==> src/rtl/regfile_pkg.sv <==
// Shared register-file definitions: default geometry and
// the write-scheduler state encoding.
package regfile_pkg;

    localparam int RF_DATA_WIDTH = 16;
    localparam int RF_ADDR_WIDTH = 5;
    localparam int RF_REG_DEPTH  = 1 << RF_ADDR_WIDTH;

    typedef enum logic {
        INIT = 1'b0,
        RUN  = 1'b1
    } rf_state_e;

endpackage

==> src/rtl/rr_arbiter.sv <==
// Round-robin grant: search starts at ptr and wraps,
// first pending request wins; gnt is one-hot or zero.
module rr_arbiter #(
    parameter int NUM_REQ = 3,
    parameter int PTR_W   = (NUM_REQ > 1) ? $clog2(NUM_REQ) : 1
) (
    input  logic [NUM_REQ-1:0] req,
    input  logic [PTR_W-1:0]   ptr,
    output logic [NUM_REQ-1:0] gnt
);

    logic found;
    int   idx;

    always_comb begin
        gnt   = '0;
        found = 1'b0;
        idx   = 0;
        for (int off = 0; off < NUM_REQ; off++) begin
            idx = (int'(ptr) + off) % NUM_REQ;
            if (!found && req[idx]) begin
                gnt[idx] = 1'b1;
                found    = 1'b1;
            end
        end
    end

endmodule

==> src/rtl/regfile_wr_sched.sv <==
// Register-file write scheduler: zero-fill sweep after reset
// or clear, then round-robin arbitration of write requesters.
module regfile_wr_sched
    import regfile_pkg::*;
#(
    parameter int DATA_WIDTH = RF_DATA_WIDTH,
    parameter int ADDR_WIDTH = RF_ADDR_WIDTH,
    parameter int NUM_REQ    = 3
) (
    input  logic                          clk,
    input  logic                          rst_n,
    input  logic                          clear_req,
    input  logic [NUM_REQ-1:0]            req_valid,
    input  logic [NUM_REQ*ADDR_WIDTH-1:0] req_addr,
    input  logic [NUM_REQ*DATA_WIDTH-1:0] req_data,
    output logic [NUM_REQ-1:0]            req_ready,
    output logic                          write_en,
    output logic [ADDR_WIDTH-1:0]         write_addr,
    output logic [DATA_WIDTH-1:0]         write_data,
    output logic                          init_done
);

    localparam int REG_DEPTH = 1 << ADDR_WIDTH;
    localparam int PTR_W = (NUM_REQ > 1) ? $clog2(NUM_REQ) : 1;
    localparam logic [ADDR_WIDTH-1:0] K_LAST =
        ADDR_WIDTH'(REG_DEPTH - 1);
    localparam logic [PTR_W-1:0] P_LAST = PTR_W'(NUM_REQ - 1);

    rf_state_e             state;
    logic [ADDR_WIDTH-1:0] k;
    logic [PTR_W-1:0]      ptr;

    logic [NUM_REQ-1:0]    gnt;
    logic                  run_ok;
    logic                  xfer;
    logic [PTR_W-1:0]      gnt_idx;
    logic [PTR_W-1:0]      ptr_nxt;
    logic [ADDR_WIDTH-1:0] sel_addr;
    logic [DATA_WIDTH-1:0] sel_data;

    rr_arbiter #(
        .NUM_REQ (NUM_REQ),
        .PTR_W   (PTR_W)
    ) u_arb (
        .req (req_valid),
        .ptr (ptr),
        .gnt (gnt)
    );

    // A clear in RUN masks every grant so the pending request survives.
    assign run_ok    = (state == RUN) && !clear_req;
    assign req_ready = run_ok ? gnt : '0;
    assign xfer      = |(req_valid & req_ready);

    always_comb begin
        gnt_idx  = '0;
        sel_addr = '0;
        sel_data = '0;
        for (int i = 0; i < NUM_REQ; i++) begin
            if (gnt[i]) begin
                gnt_idx  = PTR_W'(i);
                sel_addr = req_addr[i*ADDR_WIDTH +: ADDR_WIDTH];
                sel_data = req_data[i*DATA_WIDTH +: DATA_WIDTH];
            end
        end
        ptr_nxt = (gnt_idx == P_LAST) ? '0 : gnt_idx + 1'b1;
    end

    always_ff @(posedge clk or negedge rst_n) begin
        if (!rst_n) begin
            state      <= INIT;
            k          <= '0;
            ptr        <= '0;
            write_en   <= 1'b0;
            write_addr <= '0;
            write_data <= '0;
            init_done  <= 1'b0;
        end else begin
            unique case (state)
                INIT: begin
                    write_en   <= 1'b1;
                    write_addr <= k;
                    write_data <= '0;
                    if (k == K_LAST) begin
                        state     <= RUN;
                        init_done <= 1'b1;
                        k         <= '0;
                    end else begin
                        k <= k + 1'b1;
                    end
                end
                RUN: begin
                    if (clear_req) begin
                        state     <= INIT;
                        k         <= '0;
                        init_done <= 1'b0;
                        write_en  <= 1'b0;
                    end else if (xfer) begin
                        write_en   <= 1'b1;
                        write_addr <= sel_addr;
                        write_data <= sel_data;
                        ptr        <= ptr_nxt;
                    end else begin
                        write_en <= 1'b0;
                    end
                end
                default: state <= INIT;
            endcase
        end
    end

endmodule
==> config.mk <==
export PLATFORM = sky130hd
export DESIGN_NAME = regfile_wr_sched
export DESIGN_NICKNAME = d
export VERILOG_FILES = /design/src/rtl/regfile_pkg.sv /design/src/rtl/rr_arbiter.sv /design/src/rtl/regfile_wr_sched.sv
export SDC_FILE = /design/constraint.sdc
export NUM_CORES = 1
export LEC_CHECK = 0
export BUFFER_PORTS_ARGS = -buffer_cell sky130_fd_sc_hd__buf_2
export CAP_MARGIN = 5
export CORE_MARGIN = 10
export CORE_UTILIZATION = 40
export CTS_CLUSTER_DIAMETER = 100
export DETAILED_ROUTE_END_ITERATION = 8
export PLACE_DENSITY = 0.71
export SLEW_MARGIN = 20
export SYNTH_ARGS = -nofsm -noshare
export SYNTH_HDL_FRONTEND = slang
export SYNTH_HIERARCHICAL = 1
export SYNTH_SLANG_ARGS = --single-unit
==> constraint.sdc <==
create_clock -name clk -period 2.79 [get_ports clk]
set_input_delay 0.1395 -clock clk [delete_from_list [all_inputs] [get_ports clk]]
set_output_delay 0.1395 -clock clk [all_outputs]
set_load 0.01 [all_outputs]
After elaboration in Yosys (flattened, before gate mapping)
Index checks and enable logic that the tools add are counted.
- register bits after elaboration: 31
- output and inout bits: 26
- $add $sub $neg: 4
- equality and inequality tests: 6
- reduce and logical (&&, ||, !) cells: 13
- mux-type cells: 48
- $lt $le $gt $ge: 6
- bitwise operators: 5
- divide/modulo/power cells: 3
- operator list (kind ; number):
    $ge 32x1->1 const B ; 3
    $lt 32x4->1 const B ; 3
    $mux 16 ; 5
    $mod 32x3->32 const B ; 2
    $mux 5 ; 7
    $mod 3x3->32 const B ; 1
    $pmux 16 s2 ; 1
    $pmux 5 s2 ; 2
    $mux 1 ; 18
    $mux 3 ; 4
    $bmux 1 s2 ; 3
    $demux 1 s2 ; 3
    $logic_and 1x1->1 ; 6
    $ne 2x2->1 const B ; 3
    $or 3x3->3 ; 2
    $pmux 1 s2 ; 3
    $add 5x1->5 const B ; 1
    $eq 5x5->1 const B ; 1
    $mux 2 ; 2
    $reduce_and 2->1 ; 2
    $add 2x1->3 const B ; 1
    $add 2x2->3 const B ; 1
    $and 3x3->3 ; 1
    $logic_not 1->1 ; 3
    other kinds (6) ; 7

Longest topological paths before layout
- depth after elaboration: 17
- mapped depth: 13
- depth with buffers taken out: 9

Hierarchy
The synthesis kept the hierarchy.
- modules (own cells, without submodules) (module ; seq. area each (um^2) ; area each (um^2) ; cells each ; instances):
    regfile_wr_sched ; 775.7 ; 2062.0 ; 214 ; 1
    rr_arbiter ; 0.0 ; 265.3 ; 35 ; 1

Worst setup path after synthesis
OpenSTA, ideal clock, no wires.
- kind: register to register
- start: reg ptr[0]
- end: reg ptr[0]
- cell stages (with the launch flop): 12
- path slack: 131 ps
- path buffers: 2
- clock period less this slack: 2659 ps
- required time: 2665 ps
- data arrival time: 2535 ps
- setup time: 125 ps
- cells stage by stage: dfrtp_1 > inv_1 > ha_1 > buf_4 > and4bb_2 > a311o_1 > a32oi_1 > o21ai_1 > a22oi_1 > a21bo_1 > buf_6 > mux2_2
- cells in the longest elaborated chain, start to end: 15
- elaborated cells between the ends (all ways): 49
- classes of those cells: add/sub: 3; div: 3; order compare: 6; eq/ne: 1; mux: 24; bitwise: 3; reduce/logical: 9
- ends and longest elaborated chain (element ; RTL line ; source):
    start, declared ; regfile_wr_sched.sv:31 ; logic [PTR_W-1:0] ptr;
    start signal, assigned ; regfile_wr_sched.sv:102 ; ptr <= ptr_nxt;
    parallel branches: the longest is 10 deep, another holds $mod 32x3->32 ; - ;
    $mux 3 * ; rr_arbiter.sv:21 ; if (!found && req[idx]) begin
    via gnt[0] ; regfile_wr_sched.sv:33 ; logic [NUM_REQ-1:0] gnt;
    $mux 3 * ; regfile_wr_sched.sv:52 ; assign req_ready = run_ok ? gnt : '0;
    $and 3x3->3 * ; regfile_wr_sched.sv:53 ; assign xfer = |(req_valid & req_ready);
    $reduce_or 3->1 * ; regfile_wr_sched.sv:53 ;
    $reduce_and 3->1 (no source line) * ; - ;
Mark *: on every way through the listed nets, which the timed path passes. The select of a mux whose other input is x is not followed.
A chain may end at the register's enable or synchronous reset.

Worst setup path after layout
- start: reg ptr[1]
- end: out req_ready[0]
- cells in the longest elaborated chain, start to end: 12
- elaborated cells between the ends (all ways): 41
- classes of those cells: add/sub: 2; div: 3; order compare: 6; mux: 21; bitwise: 2; reduce/logical: 7
- ends and longest elaborated chain (element ; RTL line ; source):
    parallel branches: the longest is 10 deep, another holds $mod 32x3->32 ; - ;
    $mux 3 * ; rr_arbiter.sv:21 ;
    via gnt[0] ; regfile_wr_sched.sv:33 ;
    $mux 3 * ; regfile_wr_sched.sv:52 ;
    end, declared ; regfile_wr_sched.sv:16 ; output logic [NUM_REQ-1:0] req_ready,
Marks and branches as above.

==> flow_summary.ini <==
[worst_setup_path]
critPathLaunchType = flop
crit_slowest_cell = dfrtp_1
ff2ff_setup_slack_ns = 0.17
worstSetupPathType = flop to output port
path_cells = ha_2, and4bb_2, a311o_1, a32oi_1, o21ai_2, buf_6, and2_2, buf_2
critPathMaxFanout = 22
r2r_start = ptr[1]$_DFFE_PN0P_
arrival_ns = 2.49
r2r_cells = 9
end_kind = output port
slowest_delay_ns = 0.41
reg2reg_to = write_data[6]$_DFFE_PN0P_
crit_required_ns = 2.65

[detailed_routing]
dr.pass1.iters = 4
post_drt_wl_per_cell_um = 15.4
via_per_inst = 5.14
vias = 2139
drc = 0
detail-route-antenna-nets = 0
drt_iter0_drc = 69
totalWireLength_mm = 6.42

[yosys]
syn_area_mm2 = 0.00233
syn_nets = 324
synthSimpleGateAreaFrac = 0.306
synth_mux_area_frac = 0.116
ys_warn_count = 6
syn_inst = 249
ys_types = 42
synthAdderAreaFrac = 0.0323
seq_area_frac_synth = 0.333
avgSynthCellArea_um2 = 9.35
synth_top_family_by_area = simple AND/OR/NAND/NOR gates
ys_ff_latch = 31
synth-xor-area-share = 0.00376
synth_compound_area_frac = 0.141

[global_route]
met3_usage = 0.0623
grt_usage = 0.141
grt_pass1_wl_mm = 10.5
use_met2 = 0.233
grt_max_degree = 37
antenna_found_initial = 0
grt_pass1_vias = 2222
global_route.usage.met1 = 0.165
overflow = 0
grt_busiest_layer = met2

[clock_network]
numCtsBuffers = 5
clkTransAtPathRegs_ns = 0.06
cts_root_buf = clkbuf_8
worstSkewPairLatency_ns = 0.28
cts_tree = yes
clk_path_buf_depth = 2
htreeDepth = 2
cts_sinks = 31

[cells_and_area]
syn_to_final_growth_pct = 29.6
drive_gt1_frac = 0.395
layoutNonFillerInstCount = 416
nets = 418
fill_cells = 529
diodes = 0
utilization = 0.541

[floorplanning]
die_x_um = 96.3
row_count = 27
initial_core_util = 0.418
dieArea_mm2 = 0.00927
io_pins = 95
die_y_um = 96.3
core_mm2 = 0.00557

[timing]
slew_headroom = 0.520
worst_pin_slew_ns = 0.721
hold_viol_final = 0
rsz0062_at_grt = false
setup_ws_ns = 0.161
period_minus_slack_ns = 2.63
period_share = 0.942
tns_ns = 0
drv_slew = 0
setup_violations = 0
clock_skew_ns = 0.00590
max_freq_mhz = 380

[min_path]
holdPathStages = 2
min_to = state$_DFF_PN0_
min-delay-start = clear_req
hold_class = primary input to flop

[run_status]
status = completed

[power_and_ir_drop]
max-vdd-ir-drop_v = 0.000488
p_leak_nw = 1.56
power_density_mw_per_mm2 = 984

[place]
dp_slack_ns = 0.0286
portBuffers = 94
gp_congestion = 0.837
placed_cells = 404
hpwl_mm = 5.03

[job]
cap_violations = 0
[synthesized netlist by cell type]
library cell	instances	share of area
dfrtp_1	31	0.33
nand2_1	29	0.047
mux2i_1	19	0.082
and2_1	16	0.043
and3b_1	16	0.060
nand2b_1	16	0.043
o31ai_1	16	0.052
buf_2	8	0.017
nand3b_1	8	0.026
nor2_1	8	0.013
o21ai_0	8	0.017
mux2_2	7	0.034
clkbuf_1	6	0.0097
ha_1	6	0.032
inv_1	6	0.0097
a41oi_1	5	0.019
nand4bb_1	5	0.024
buf_4	4	0.013
o22ai_1	4	0.011
and2_2	3	0.0097
a21oi_1	2	0.0043
and2b_2	2	0.0075
buf_6	2	0.0097
nor2b_1	2	0.0054
o221ai_1	2	0.0075
or2b_1	2	0.0064
a21bo_1	1	0.0043
a22oi_1	1	0.0032
a311o_1	1	0.0043
a311oi_1	1	0.0038
a32oi_1	1	0.0038
and3_1	1	0.0027
and4bb_2	1	0.0054
buf_12	1	0.0086
nand3_1	1	0.0021
nand4_1	1	0.0027
nor2b_4	1	0.0059
o211ai_2	1	0.0054
o21ai_1	1	0.0021
o2bb2ai_1	1	0.0038
or3_1	1	0.0027
xor2_1	1	0.0038
[per-layer routing]
metal | vias to the layer above | wire [um]
met1 | 989 | 2760
met5 | - | 0
met3 | 5 | 554
met2 | 68 | 3050
li1 | 1077 | -
met4 | 0 | 51
[flip-flops by register name, summed over array words and instances, names as in the netlist]
name	cells
k	5
state	1
ptr	2
write_en	1
write_addr	5
init_done	1
write_data	16
[power by group]
| part | switching [mW] | internal, mW |
|---|---|---|
| combinational | 1.00 | 0.962 |
| clock | 0.162 | 0.175 |
| sequential | 0.103 | 0.564 |
[placed cells by master, fill, tap and decap left out, types with 2 or more instances in the layout]
cell type / n
nand2b_1: 16
clkbuf_8: 5
ha_1: 4
mux2_2: 7
buf_4: 9
a41oi_1: 5
and3b_1: 16
nand3b_1: 8
ha_2: 2
clkbuf_1: 2
nor2b_1: 2
o31ai_1: 16
dfrtp_1: 31
and2_1: 16
buf_6: 3
buf_2: 94
nor2_1: 8
and2b_2: 2
a21oi_1: 2
mux2i_1: 19
o22ai_1: 3
or2b_1: 2
nand4bb_1: 5
nand2_1: 29
inv_1: 6
o21ai_0: 7
and2_2: 3
[final cells by class]
cell class,instances,area (um2),share of cell area
Clock inverter,1,5.00,0.00166
Multi-Input combinational cell,191,1450,0.479
Timing Repair Buffer,108,602,0.200
Tap cell,72,90.1,0.0299
Clock buffer,7,76.3,0.0253
Sequential cell,31,776,0.257
Inverter,6,22.5,0.00747
[worst max-delay path: cells and delay by family, from the launching register on]
kind	cells	cell delay, ns
simple gates	2	0.40
compound gates	3	0.71
fa+ha+maj	1	0.36
buf+inv	2	0.32
flops	1	0.41
[per-stage QoR]
| stage | hold WS, ns | power [mW] | cell area (um2) |
|---|---|---|---|
| floorplan | -0.156 | 2.06 | 2330 |
| global placement | 0.222 | 2.46 | 2850 |
| detailed placement | 0.234 | 2.49 | 2850 |
| CTS | 0.203 | 2.85 | 2950 |
| global route | 0.202 | 3.24 | 3020 |
| finish | 0.210 | 2.97 | 3020 |
[worst max-delay path by stage]
stage                       start                        end  slack (ns)  cells past startpoint
2_1_floorplan  ptr[0]$_DFFE_PN0P_         ptr[0]$_DFFE_PN0P_        0.13                     11
3_3_place_gp   ptr[1]$_DFFE_PN0P_  write_addr[2]$_DFFE_PN0P_        0.14                     10
3_5_place_dp   ptr[0]$_DFFE_PN0P_  write_addr[3]$_DFFE_PN0P_        0.03                     11
4_1_cts        ptr[0]$_DFFE_PN0P_               req_ready[1]        0.03                     10
5_1_grt        ptr[0]$_DFFE_PN0P_  write_data[2]$_DFFE_PN0P_        0.05                     10
6_report       ptr[1]$_DFFE_PN0P_               req_ready[0]        0.16                      8
[kinds of logic after synthesis]
family / after synthesis
AND/OR/NAND/NOR: 113
AO/OA/AOI/OAI: 45
flip-flops: 31
buffers and inverters: 27
multiplexers: 26
adder cells (fa/ha/maj): 6
XOR/XNOR: 1
[repair_timing]
item / CTS / global route
pin swaps: 0 / 3
buffers inserted: 0 / 3
gates resized for setup: 1 / 13
hold buffers: 1 / 0
endpoints found under the setup margin: 1 / 26
endpoints found under the hold margin: 31 / 0
No activity file was read; power rests on OpenSTA's default activity.
